==> config.mk <==
export PLATFORM = sky130hd
export DESIGN_NAME = controle_irrigacao_fsm
export DESIGN_NICKNAME = d
export VERILOG_FILES = /design/src/rtl/controle_irrigacao_fsm.sv
export SDC_FILE = /design/constraint.sdc
export NUM_CORES = 1
export LEC_CHECK = 0
export ABC_AREA = 1
export CAP_MARGIN = 20
export CORE_ASPECT_RATIO = 0.5
export CORE_MARGIN = 3
export CORE_UTILIZATION = 59
export CTS_CLUSTER_SIZE = 12
export DETAILED_ROUTE_END_ITERATION = 8
export PLACE_DENSITY = 0.8
export SLEW_MARGIN = 20
export SYNTH_ARGS = -nofsm -noshare
export SYNTH_HDL_FRONTEND = slang
export SYNTH_SLANG_ARGS = --single-unit
==> constraint.sdc <==
create_clock -name clk -period 2.1 [get_ports clk]
set_input_delay 0.63 -clock clk [delete_from_list [all_inputs] [get_ports clk]]
set_output_delay 0.63 -clock clk [all_outputs]
set_load 0.02 [all_outputs]
==> src/rtl/controle_irrigacao_fsm.sv <==
// Irrigation sequencing controller: owns inlet valve, sprinkler and drip valve,
// sequences fill / irrigate / rest from synchronized sensors and a 1 s tick,
// and reports fault, alarm, state code and remaining seconds.
module controle_irrigacao_fsm #(
  parameter int unsigned TICK_DIV     = 50000000,
  parameter int unsigned BS_TIME      = 30,
  parameter int unsigned VS_TIME      = 60,
  parameter int unsigned PAUSE_TIME   = 10,
  parameter int unsigned FILL_TIMEOUT = 120,
  parameter int unsigned ERR_CLEAR    = 3
) (
  input  logic       clk,
  input  logic       reiniciar,
  input  logic       H,
  input  logic       M,
  input  logic       L,
  input  logic       Ua,
  input  logic       Us,
  input  logic       T,
  output logic       Ve,
  output logic       Bs,
  output logic       Vs,
  output logic       Erro,
  output logic       Alarme,
  output logic [2:0] estado,
  output logic [7:0] seg_restantes
);

  typedef enum logic [2:0] {
    IDLE     = 3'd0,
    ENCHER   = 3'd1,
    ASPERSAO = 3'd2,
    GOTEJO   = 3'd3,
    PAUSA    = 3'd4,
    ERRO     = 3'd5
  } state_t;

  localparam int unsigned     PW        = $clog2(TICK_DIV);
  localparam logic [PW-1:0]   PRESC_MAX = PW'(TICK_DIV - 1);
  localparam logic [7:0]      BS_T      = 8'(BS_TIME);
  localparam logic [7:0]      VS_T      = 8'(VS_TIME);
  localparam logic [7:0]      PAUSE_T   = 8'(PAUSE_TIME);
  localparam logic [7:0]      FILL_T    = 8'(FILL_TIMEOUT);
  localparam logic [7:0]      ERR_LIM   = 8'(ERR_CLEAR);

  // Sensor vector order: {H, M, L, Ua, Us, T}
  logic [5:0]    sync1_q, sync2_q;
  logic          sH, sM, sL, sUa, sUs, sT;
  logic [PW-1:0] presc_q, presc_d;
  logic          tick;
  state_t        state_q, state_d;
  logic [7:0]    timer_q, timer_d;
  logic [7:0]    err_cnt_q, err_cnt_d;
  logic          lvl_valid, lvl_empty, timed_d;
  logic          ve_q, bs_q, vs_q, erro_q, alarme_q;
  logic [7:0]    seg_q;

  // Two-flop synchronizers for all six asynchronous sensor inputs
  always_ff @(posedge clk or negedge reiniciar) begin
    if (!reiniciar) begin
      sync1_q <= '0;
      sync2_q <= '0;
    end else begin
      sync1_q <= {H, M, L, Ua, Us, T};
      sync2_q <= sync1_q;
    end
  end

  assign {sH, sM, sL, sUa, sUs, sT} = sync2_q;

  // Tank level decode: thermometer codes only; 000 means empty
  always_comb begin
    lvl_empty = ({sH, sM, sL} == 3'b000);
    lvl_valid = ({sH, sM, sL} == 3'b000) || ({sH, sM, sL} == 3'b001) ||
                ({sH, sM, sL} == 3'b011) || ({sH, sM, sL} == 3'b111);
  end

  // Free-running 1 s prescaler next value, never re-phased by the FSM
  always_comb begin
    presc_d = presc_q + PW'(1);
    if (presc_q == PRESC_MAX) presc_d = '0;
  end

  assign tick = (presc_q == PRESC_MAX);

  // Prescaler register
  always_ff @(posedge clk or negedge reiniciar) begin
    if (!reiniciar) presc_q <= '0;
    else            presc_q <= presc_d;
  end

  // Next-state, timer and fault-recovery counter logic
  always_comb begin
    state_d   = state_q;
    timer_d   = timer_q;
    err_cnt_d = err_cnt_q;
    if (state_q != ERRO && !lvl_valid) begin
      state_d   = ERRO;
      timer_d   = '0;
      err_cnt_d = '0;
    end else begin
      unique case (state_q)
        IDLE: begin
          timer_d = '0;
          if (lvl_empty) begin
            state_d = ENCHER;
            timer_d = FILL_T;
          end else if (!sUs && (!sUa || sT)) begin
            state_d = ASPERSAO;
            timer_d = BS_T;
          end else if (!sUs) begin
            state_d = GOTEJO;
            timer_d = VS_T;
          end
        end
        ENCHER: begin
          if (sH) begin
            state_d = IDLE;
            timer_d = '0;
          end else if (tick) begin
            if (timer_q <= 8'd1) begin
              state_d   = ERRO;
              timer_d   = '0;
              err_cnt_d = '0;
            end else begin
              timer_d = timer_q - 8'd1;
            end
          end
        end
        ASPERSAO, GOTEJO: begin
          if (lvl_empty) begin
            state_d = ENCHER;
            timer_d = FILL_T;
          end else if (sUs) begin
            state_d = PAUSA;
            timer_d = PAUSE_T;
          end else if (tick) begin
            if (timer_q <= 8'd1) begin
              state_d = PAUSA;
              timer_d = PAUSE_T;
            end else begin
              timer_d = timer_q - 8'd1;
            end
          end
        end
        PAUSA: begin
          if (tick) begin
            if (timer_q <= 8'd1) begin
              state_d = IDLE;
              timer_d = '0;
            end else begin
              timer_d = timer_q - 8'd1;
            end
          end
        end
        ERRO: begin
          timer_d = '0;
          if (!lvl_valid) begin
            err_cnt_d = '0;
          end else if (tick) begin
            // Leave on the tick that brings the count to ERR_CLEAR
            if (err_cnt_q + 8'd1 == ERR_LIM) begin
              state_d   = IDLE;
              err_cnt_d = '0;
            end else begin
              err_cnt_d = err_cnt_q + 8'd1;
            end
          end
        end
        default: begin
          state_d   = IDLE;
          timer_d   = '0;
          err_cnt_d = '0;
        end
      endcase
    end
  end

  // States whose timer value is shown on the display
  always_comb begin
    timed_d = (state_d == ENCHER) || (state_d == ASPERSAO) ||
              (state_d == GOTEJO) || (state_d == PAUSA);
  end

  // State, timer and counter registers
  always_ff @(posedge clk or negedge reiniciar) begin
    if (!reiniciar) begin
      state_q   <= IDLE;
      timer_q   <= '0;
      err_cnt_q <= '0;
    end else begin
      state_q   <= state_d;
      timer_q   <= timer_d;
      err_cnt_q <= err_cnt_d;
    end
  end

  // Registered outputs decoded from the next state so they align with estado
  always_ff @(posedge clk or negedge reiniciar) begin
    if (!reiniciar) begin
      ve_q     <= 1'b0;
      bs_q     <= 1'b0;
      vs_q     <= 1'b0;
      erro_q   <= 1'b0;
      alarme_q <= 1'b0;
      seg_q    <= '0;
    end else begin
      ve_q     <= (state_d == ENCHER);
      bs_q     <= (state_d == ASPERSAO);
      vs_q     <= (state_d == GOTEJO);
      erro_q   <= (state_d == ERRO);
      alarme_q <= (state_d == ERRO) || lvl_empty;
      seg_q    <= timed_d ? timer_d : '0;
    end
  end

  assign Ve            = ve_q;
  assign Bs            = bs_q;
  assign Vs            = vs_q;
  assign Erro          = erro_q;
  assign Alarme        = alarme_q;
  assign estado        = state_q;
  assign seg_restantes = seg_q;

endmodule

# Word-level counts from Yosys, hierarchy flattened
# Index checks and enable logic that the tools add are counted.
# Widths: inputs -> output; s select.
[op_classes] addsub=3 magnitude_cmp=1 eq_ne=21 n_mux=39 n_reduce_logical=18
[ops] cell="$mux 8" n=16
[ops] cell="$mux 3" n=16
[ops] cell="$pmux 8 s4" n=1
[ops] cell="$add 26x1->26 const B" n=1
[ops] cell="$eq 26x26->1 const B" n=1
[ops] cell="$mux 26" n=1
[ops] cell="$pmux 8 s3" n=1
[ops] cell="$eq 3x2->1 const B" n=5
[ops] cell="$eq 3x3->1 const B" n=5
[ops] cell="$pmux 3 s5" n=1
[ops] cell="$mux 6" n=2
[ops] cell="$ne 3x3->1 const B" n=4
[ops] cell="$eq 3x1->1 const B" n=3
[ops] cell="$add 8x1->8 const B" n=1
[ops] cell="$eq 8x2->1 const B" n=1
[ops] cell="$le 8x1->1 const B" n=1
[ops] cell="$logic_or 1x1->1" n=8
[ops] cell="$sub 8x1->8 const B" n=1
[ops] cell="$mux 7" n=1
[ops] cell="$logic_not 3->1" n=2
[ops] cell="$reduce_and 5->1" n=1
[ops] cell="$ne 4x4->1 const B" n=1
[ops] cell="$reduce_or 4->1" n=1
[ops] cell="$logic_not 1->1" n=3
[ops] cell="other kinds (3)" n=4
[totals] register_bits=70 inputBits=8 out_inout_bits=16 wordCells=94

# Logic depth before layout (Yosys ltp)
# Gate-level depths: netlist (run 1).
[logic_depth] depth_word=12 depth_mapped=14 ltp_nobuf=14

# Worst setup path after synthesis (run 1)
# Ideal clock, no wire load.
[synth_path] path_type="flip-flop to flip-flop" start="reg presc_q[0]" end="reg alarme_q (netlist: Alarme)" setup_ns=0.121 arrival_time_ns=1.644 required_ns=1.979 slack_ns=0.334 path_stages_with_launch=13 n_path_buf=0 period_less_slack_ns=1.766 path_cell_list="dfrtp_1 -> ha_1 -> nand2_1 -> nor2_4 -> nand2_4 -> nor2_4 -> nand3_4 -> nor2_2 -> nand2_2 -> a21oi_4 -> nand3_1 -> nand2_1 -> nand2_1"
[synth_between] elab_chain_cells=8 word_cells_on_any_way=13 cone_classes="2 x eq/ne; 10 x mux; 1 x reduce/logical"
[synth_lines] item="start, declared" line_no="49" source="logic [PW-1:0] presc_q, presc_d;"
[synth_lines] item="start signal, assigned" line_no="89" source="else presc_q <= presc_d;"
[synth_lines] item="$eq 26x26->1 *" line_no="84" source="assign tick = (presc_q == PRESC_MAX);"
[synth_lines] item="$mux 3" line_no="137" source="end else if (tick) begin"
[synth_lines] item="$mux 3" line_no="134" source="end else if (sUs) begin"
[synth_lines] item="$mux 3" line_no="131" source="if (lvl_empty) begin"
[synth_lines] item="$pmux 3 s5 *" line_no="102" source="unique case (state_q)"
[synth_lines] item="$mux 3 *" line_no="97" source="if (state_q != ERRO && !lvl_valid) begin"
[synth_lines] item="$eq 3x3->1 *" line_no="212" source="alarme_q <= (state_d == ERRO) || lvl_empty;"
[synth_lines] item="$logic_or 1x1->1 *" line_no="212"
[synth_lines] item="end signal, assigned" line_no="212"
[synth_lines] item="end, declared" line_no="55" source="logic ve_q, bs_q, vs_q, erro_q, alarme_q;"
# Every way passes the cells marked *; elsewhere a longest branch is shown, timed or not.
# A chain may end at the register's enable or synchronous reset.

# Final worst setup path (run 1)
[layout_path] start="reg state_q[2] (netlist: estado[2])" end="out estado[2]"
[layout_lines] item="start, declared" line_no="51" source="state_t state_q, state_d;"
[layout_lines] item="start signal, assigned" line_no="192" source="state_q <= state_d;"
[layout_lines] item="end, declared" line_no="25" source="output logic [2:0] estado,"
# No word-level cell between the ends.

==> insert_results.sql, run 1 <==
INSERT INTO impl_metrics (metric_group, metric, value, unit) VALUES
('die', 'design.portCount', '24', ''),
('logic_synthesis', 'synthesized_area_fraction_occupied_by_ao_oa_aoi_and_oai_cells', '0.0886', ''),
('logic_synthesis', 'combinational_family_with_the_most_area_after_synthesis', 'simple AND/OR/NAND/NOR gates', ''),
('grt', 'grt.overflow.total', '0', ''),
('drt', 'final_ant_viol_nets', '0', ''),
('timing', 'timing.final.max_slew_violations', '0', ''),
('clock_tree', 'ctsLongestPathBuffers', '2', ''),
('timing', 'final_worst_path_cycle_share', '0.963', ''),
('timing', 'relative_slew_margins', '0.702', ''),
('cells_and_area', 'design.final.nets', '528', ''),
('worst_setup_path', 'critical_path_cell_count', '1', ''),
('logic_synthesis', 'synthesized_netlist_net_count', '472', ''),
('placed_design', 'preCtsSetupSlack', '100', 'ps'),
('grt', 'global_route_wire_length_before_repair', '13100', 'um'),
('worst_setup_path', 'worst_setup_path_end_kind', 'output port', ''),
('clock_tree', 'cts_made_buffers', '9', ''),
('placed_design', 'placedCellCount', '576', ''),
('worst_setup_path', 'worst_r2r_endpoint', 'timer_q[4]$_DFF_PN0_', ''),
('placed_design', 'numPortBuffers', '23', ''),
('drt', 'wl_per_cell', '13.3', 'um'),
('logic_synthesis', 'synth_top_flop_cell', 'dfrtp_1', ''),
('cells_and_area', 'num_antenna_cells', '0', ''),
('grt', 'antenna_violations_before_repair', '0', ''),
('worst_setup_path', 'ff_to_ff_setup_slack', '90', 'ps'),
('logic_synthesis', 'synth-edff-count', '0', ''),
('clock_tree', 'cts.root.buffer_cell', 'clkbuf_16', ''),
('worst_setup_path', 'ff2ff_path_depth', '12', ''),
('logic_synthesis', 'async_flop_share', '1.00', ''),
('grt', 'gr-usage-met1', '0.305', ''),
('clock_tree', 'clk_latency', '330', 'ps'),
('drt', 'drt-total-wl', '8020', 'um'),
('logic_synthesis', 'syn_avg_cell_area', '7.97', 'um^2'),
('die', 'fp.dieArea', '7240', 'um^2'),
('pwr', 'vdd_ir_drop_max', '0.000660', 'V'),
('drt', 'viasPerCell', '5.19', ''),
('drt', 'detailedRoute.firstIterationViolations', '230', ''),
('cells_and_area', 'fill_cells', '391', ''),
('worst_setup_path', 'worst-setup-path-type', 'reg2out', ''),
('die', 'die_y', '61.7', 'um'),
('status', 'run_status', 'finished, final reports clean', ''),
('logic_synthesis', 'synth_cell_types', '37', ''),
('logic_synthesis', 'synth-seq-area-share', '0.479', ''),
('placed_design', 'place.gp.congestion', '0.948', ''),
('logic_synthesis', 'yosys.area_share.xor_xnor', '0.0263', ''),
('grt', 'grt_use_total', '0.233', ''),
('drt', 'dr_total_vias', '3132', ''),
('drt', 'detail_route.drc_violations', '0', ''),
('clock_tree', 'htree_num_levels', '3', ''),
('logic_synthesis', 'post_synth_inst_count', '459', ''),
('timing', 'max_slew.worst_pin.slew', '444', 'ps'),
('clock_tree', 'cts_tree', 'built', ''),
('worst_setup_path', 'crit_slowest_cell', 'clkdlybuf4s50_1', ''),
('logic_synthesis', 'synth_simple_gate_area_frac', '0.310', ''),
('cells_and_area', 'utilization', '0.786', ''),
('cells_and_area', 'fraction_of_layout_cells_with_a_size_suffix_above_1', '0.146', ''),
('grt', 'grt-busiest-layer', 'met2', ''),
('grt', 'gr-usage-met3', '0.0587', ''),
('die', 'coreArea', '5730', 'um^2'),
('timing', 'min_period', '2020', 'ps'),
('worst_setup_path', 'timing.critical_path.from_type', 'flop', ''),
('pwr', 'total_leakage_power', '0.00218', 'uW'),
('logic_synthesis', 'ys_warn_count', '0', ''),
('drt', 'drt-pass1-iter-count', '5', ''),
('clock_tree', 'cts_num_sinks', '70', ''),
('timing', 'setup_viol', '0', ''),
('pwr', 'total_power_per_unit_cell_area', '877', 'nW/um^2'),
('logic_synthesis', 'cell_area_synth', '3660', 'um^2'),
('die', 'initial_core_util', '0.638', ''),
('worst_setup_path', 'critical_path.top_delay_family', 'buffers and inverters', ''),
('worst_setup_path', 'critical_path.startpoint', 'estado[2]$_DFF_PN0_', ''),
('timing', 'fin_skew', '4.38', 'ps');
[layout make-up]
type / count / area (um^2) / share of cell area
clock inverter: 7 / 75.1 / 0.0167
inverter: 74 / 279 / 0.0619
timing repair buffer: 46 / 414 / 0.0919
clock buffer: 9 / 225 / 0.0500
tap: 84 / 105 / 0.0233
multi-input combinational: 314 / 1660 / 0.367
sequential: 70 / 1750 / 0.389
[how the worst min path moves through the flow]
stage | depth (start not counted) | endpoint | from
2_1_floorplan | 0 | Alarme$_DFF_PN0_ | reiniciar
3_3_place_gp | 0 | sync2_q[4]$_DFF_PN0_ | sync1_q[4]$_DFF_PN0_
3_5_place_dp | 0 | sync2_q[3]$_DFF_PN0_ | sync1_q[3]$_DFF_PN0_
4_1_cts | 2 | presc_q[19]$_DFF_PN0_ | reiniciar
5_1_grt | 2 | presc_q[25]$_DFF_PN0_ | reiniciar
6_report | 2 | presc_q[25]$_DFF_PN0_ | reiniciar
[routing by layer]
metal  wire, um  vias to the layer above  part of all wire
met5          0                        -                 0
met3        468                        6             0.058
met4         74                        0            0.0092
li1           -                     1584                 -
met2       3730                       96              0.47
met1       3750                     1446              0.47
[through the flow]
step | total power [uW] | TNS (ps) | hold WS (ps) | cell area (um^2)
final | 3950 | 0 | 300 | 4510
after CTS | 3960 | 0 | 323 | 4370
after global routing | 4140 | -20.0 | 342 | 4510
after global placement | 2440 | 0 | 333 | 4070
after floorplan | 2110 | 0 | 331 | 3660
after detailed placement | 2440 | 0 | 335 | 4070
[worst reg2reg max path: stages, from the launching register on]
cell	delay, ps
dfrtp_1	380
ha_2	200
nand2_1	80
nor2_4	160
nand2_4	90
nor2_4	190
nand3_4	150
buf_6	170
nor2_1	80
nand2_1	60
xor2_1	130
nand2_1	110
a21oi_1	130
[sequential cells by signal, summed over array words and instances (netlist names)]
signal         cells
Ve                 1
Bs                 1
seg_restantes      8
sync2_q            6
estado             3
Alarme             1
timer_q            8
sync1_q            6
err_cnt_q          8
Erro               1
Vs                 1
presc_q           26
[Yosys cell counts, types with 2 or more instances]
cell | instances | area share
a21oi_1 | 23 | 0.031
nand2_2 | 3 | 0.0051
nor2_1 | 65 | 0.067
o21ai_0 | 14 | 0.019
nor2_2 | 8 | 0.014
nor3_1 | 13 | 0.018
o31ai_1 | 6 | 0.012
xor2_1 | 10 | 0.024
ha_1 | 5 | 0.017
o21ai_1 | 3 | 0.0041
nand3_1 | 27 | 0.037
o21bai_1 | 3 | 0.0062
dfrtp_1 | 70 | 0.48
nand4_1 | 12 | 0.021
nor2_4 | 5 | 0.015
nand2_1 | 100 | 0.10
inv_2 | 3 | 0.0031
inv_1 | 69 | 0.071
nand4_2 | 2 | 0.0068
[cell usage in the layout (no fill, tap or decap), drive strengths merged, types with 3 or more instances in the layout]
cell type,netlist,layout
nor3,13,13
nand3,29,29
inv,72,72
xor2,10,10
nand2,104,104
dfrtp,70,70
nand4,15,15
o21ai,17,17
o21bai,3,3
clkbuf,0,9
a21oi,25,25
buf,1,24
o31ai,6,6
ha,5,5
clkinvlp,0,3
nor2,78,78
clkinv,2,5
clkdlybuf4s50,0,22
[where the power goes]
group          leakage [uW]  total (uW)  switching (uW)  internal [uW]
clock              0.000138        1500             585            920
sequential         0.000922        1520            75.2           1450
combinational       0.00112         925             579            346
total               0.00218        3950            1240           2710
[logic make-up after synthesis]
family	Yosys count
buf+inv	75
flops	70
simple gates	243
fa+ha+maj	5
compound gates	55
xor+xnor	11
[what timing repair did]
item,in CTS,in global routing
endpoints found under the hold margin,0,0
endpoints found under the setup margin,0,20
buffers inserted,0,12
resized for setup,0,12
No activity file was read; power rests on OpenSTA's default activity.
==> inputs of run 2 (changes only) <==
--- a/config.mk
+++ b/config.mk
@@ -8,7 +8,7 @@
 export ABC_AREA = 1
 export CAP_MARGIN = 20
 export CORE_ASPECT_RATIO = 0.5
-export CORE_MARGIN = 3
+export CORE_MARGIN = 8
 export CORE_UTILIZATION = 59
 export CTS_CLUSTER_SIZE = 12
 export DETAILED_ROUTE_END_ITERATION = 8
==> run 2 against run 1 <==
Global-route usage is 4.4 points lower. Setup slack worse by 58 ps. Via count is 3.1% higher. Cell area is 2.7% higher. Die area is 26% higher. Routed wire length is 6.7% higher. Final cell count is 0.99% higher. Utilization is 1.9 points lower. First-iteration DRC count is 6.1% higher. Sequential share of layout area is 1.0 points lower. Maximum frequency is 2.8% lower. Critical path type is now reg2reg. Critical endpoint is now timer_q[7]$_DFF_PN0_. Highest routed layer unchanged.
==> insert_results.sql, run 2 (synthesized netlist as in run 1, its figures left out) <==
INSERT INTO impl_metrics (metric_group, metric, value, unit) VALUES
('placed_design', 'preCtsSetupSlack', '38.3', 'ps'),
('drt', 'detail_route.drc_violations', '0', ''),
('job', 'drv_cap', '0', ''),
('timing', 'timing.final.max_slew_violations', '0', ''),
('placed_design', 'numPortBuffers', '23', ''),
('cells_and_area', 'layout.cells.non_filler', '610', ''),
('drt', 'final_ant_viol_nets', '0', ''),
('grt', 'grt_use_total', '0.189', ''),
('timing', 'number_of_endpoints_with_negative_hold_slack_in_the_final_report', '0', ''),
('cells_and_area', 'finish.instance_area', '4630', 'um^2'),
('pwr', 'seq_power_share', '0.367', ''),
('drt', 'wl_per_cell', '14.0', 'um'),
('drt', 'dr_total_vias', '3230', ''),
('timing', 'grt_setup_unrepaired', 'true', ''),
('clock_tree', 'cts.root.buffer_cell', 'clkbuf_16', ''),
('timing', 'relative_slew_margins', '0.643', ''),
('worst_setup_path', 'timing.critical_path.from_type', 'flop', ''),
('grt', 'grt-busiest-layer', 'met2', ''),
('pwr', 'power.clock.fraction', '0.394', ''),
('placed_design', 'placedCellCount', '580', ''),
('worst_hold_path', 'min-delay-path-class', 'in2async', ''),
('die', 'die_y', '71.7', 'um'),
('timing', 'max_slew.worst_pin.slew', '531', 'ps'),
('timing', 'setup_slack', '20.0', 'ps'),
('pwr', 'total_leakage_power', '0.00221', 'uW'),
('placed_design', 'dpl-instance-area', '4090', 'um^2'),
('drt', 'drt-pass1-iter-count', '5', ''),
('clock_tree', 'clk_latency', '340', 'ps'),
('clock_tree', 'cts_num_sinks', '70', ''),
('worst_setup_path', 'worst_setup_path_end_kind', 'flop', ''),
('pwr', 'cell_internal_pwr', '2850', 'uW'),
('grt', 'number_of_global_route_vias_before_repair', '2940', ''),
('grt', 'grt_start_max_net_pins', '29', ''),
('timing', 'fmax', '481', 'MHz'),
('clock_tree', 'cts_tree', 'built', ''),
('clock_tree', 'clk_pin_slew', '60', 'ps'),
('timing', 'fin_skew', '7.21', 'ps'),
('cells_and_area', 'max_flop_register', 'presc_q', ''),
('grt', 'global_route_wire_length_before_repair', '13600', 'um'),
('clock_tree', 'cts_hold_buf', '0', ''),
('cells_and_area', 'design.final.nets', '530', ''),
('cells_and_area', 'largest_reg_flops', '26', ''),
('die', 'initial_core_util', '0.606', ''),
('pwr', 'pwr-share-comb', '0.239', ''),
('timing', 'min_period', '2080', 'ps'),
('pwr', 'total_power_per_unit_cell_area', '896', 'nW/um^2'),
('worst_setup_path', 'timing.critical_path.required', '2320', 'ps'),
('die', 'design.portCount', '24', ''),
('grt', 'global_route_track_usage_on_met2', '0.293', ''),
('cells_and_area', 'num_antenna_cells', '0', ''),
('cells_and_area', 'commonest_non_fill_non_tap_cells_in_the_layout', 'nand2_1, dfrtp_1, inv_1', ''),
('die', 'core.rowCount', '20', ''),
('clock_tree', 'ctsLongestPathBuffers', '2', ''),
('clock_tree', 'cts_made_buffers', '9', ''),
('worst_setup_path', 'ff2ff_path_depth', '12', ''),
('pwr', 'vdd_ir_drop_max', '0.000649', 'V'),
('grt', 'antenna_violations_before_repair', '0', ''),
('worst_setup_path', 'worst-setup-path-type', 'reg2reg', ''),
('worst_setup_path', 'worstPathMaxFanout', '6', ''),
('cells_and_area', 'multi_input_area', '1720', 'um^2'),
('drt', 'detailedRoute.firstIterationViolations', '244', ''),
('worst_setup_path', 'critPathArrivalTime', '2300', 'ps'),
('die', 'fp.dieArea', '9130', 'um^2'),
('die', 'coreArea', '6030', 'um^2'),
('status', 'run_status', 'finished, final reports clean', ''),
('cells_and_area', 'fraction_of_layout_cells_with_a_size_suffix_above_1', '0.169', ''),
('cells_and_area', 'fill_cells', '403', ''),
('grt', 'gr-usage-met3', '0.0666', ''),
('pwr', 'power.share.switching', '0.312', ''),
('placed_design', 'detailed_place_hpwl', '6000', 'um'),
('drt', 'drt-total-wl', '8560', 'um'),
('clock_tree', 'htree_num_levels', '3', ''),
('grt', 'grt.overflow.total', '0', ''),
('timing', 'final_worst_path_cycle_share', '0.990', ''),
('die', 'die_width', '127', 'um'),
('timing', 'setup_viol', '0', ''),
('drt', 'viasPerCell', '5.30', ''),
('cells_and_area', 'layout.area.seq', '1750', 'um^2'),
('cells_and_area', 'layout.cells.most_common', 'nand2_1', ''),
('placed_design', 'place.gp.congestion', '0.952', ''),
('cells_and_area', 'layout-area-overhead-vs-synth', '26.5', '%'),
('grt', 'gr-usage-met1', '0.240', ''),
('pwr', 'netsw', '1300', 'uW');
[run 2: power by group through the flow]
stage | Combinational (uW) | Clock [uW] | Sequential, uW
after detailed placement | 922 | 0 | 1540
after floorplan | 513 | 0 | 1600
after CTS | 924 | 1660 | 1520
final | 989 | 1630 | 1520
after global routing | 1090 | 1720 | 1530
after global placement | 893 | 0 | 1540
[run 2: worst max-delay path, stage by stage (launching register included)]
cell and delay [ps]:
dfrtp_1 380, ha_2 210, nand2_2 70, nor2_4 170, nand2_4 90, nor2_4 200, nand3_4 170, inv_4 140
nand3_4 90, nor2_4 130, nand2_2 70, xor2_2 190, nor2_1 60
[run 2: layout make-up]
cell class,count,share of cell area
clock buffers,10,0.0495
clock inverters,6,0.0203
inverters,74,0.0606
multi-input cells,314,0.371
flip-flops and latches,70,0.379
well taps,88,0.0238
repair buffers,48,0.0960
[run 2: routing by layer]
| metal | vias up | routed length, um |
|---|---|---|
| li1 | 1579 | - |
| met1 | 1535 | 3780 |
| met2 | 102 | 4120 |
| met3 | 14 | 529 |
| met4 | 0 | 124 |
| met5 | - | 0 |
[run 2: stage by stage]
stage	setup TNS [ps]	hold WS [ps]	total power [uW]	utilization
after floorplan	0	331	2110	-
after global placement	0	331	2430	0.678
after detailed placement	0	336	2460	0.678
after CTS	0	222	4100	0.732
after global routing	-599	242	4340	0.767
final	0	223	4150	0.767
[run 2: worst paths after layout]
| kind | slack, ps | start | to |
|---|---|---|---|
| setup / recovery | 20 | presc_q[0]$_DFF_PN0_ | timer_q[7]$_DFF_PN0_ |
| min in group clk | 350 | sync1_q[3]$_DFF_PN0_ | sync2_q[3]$_DFF_PN0_ |
| hold reg to reg | 350 | sync1_q[3]$_DFF_PN0_ | sync2_q[3]$_DFF_PN0_ |
| hold / removal | 220 | reiniciar | sync1_q[0]$_DFF_PN0_ |
| max in group asynchronous | 1390 | reiniciar | presc_q[9]$_DFF_PN0_ |
| setup reg to reg | 20 | presc_q[0]$_DFF_PN0_ | timer_q[7]$_DFF_PN0_ |
[run 2: timing repair]
action                                  CTS  global route
endpoints found under the setup margin    0            26
gates resized for setup                   0            29
buffers inserted                          0            14
==> inputs of run 3 (changes only) <==
--- a/config.mk
+++ b/config.mk
@@ -13,6 +13,7 @@
 export CTS_CLUSTER_SIZE = 12
 export DETAILED_ROUTE_END_ITERATION = 8
 export PLACE_DENSITY = 0.8
+export SKIP_LAST_GASP = 1
 export SLEW_MARGIN = 20
 export SYNTH_ARGS = -nofsm -noshare
 export SYNTH_HDL_FRONTEND = slang
==> results of run 3 <==
No change in the layout: final DEF, timing and power equal those of run 2.
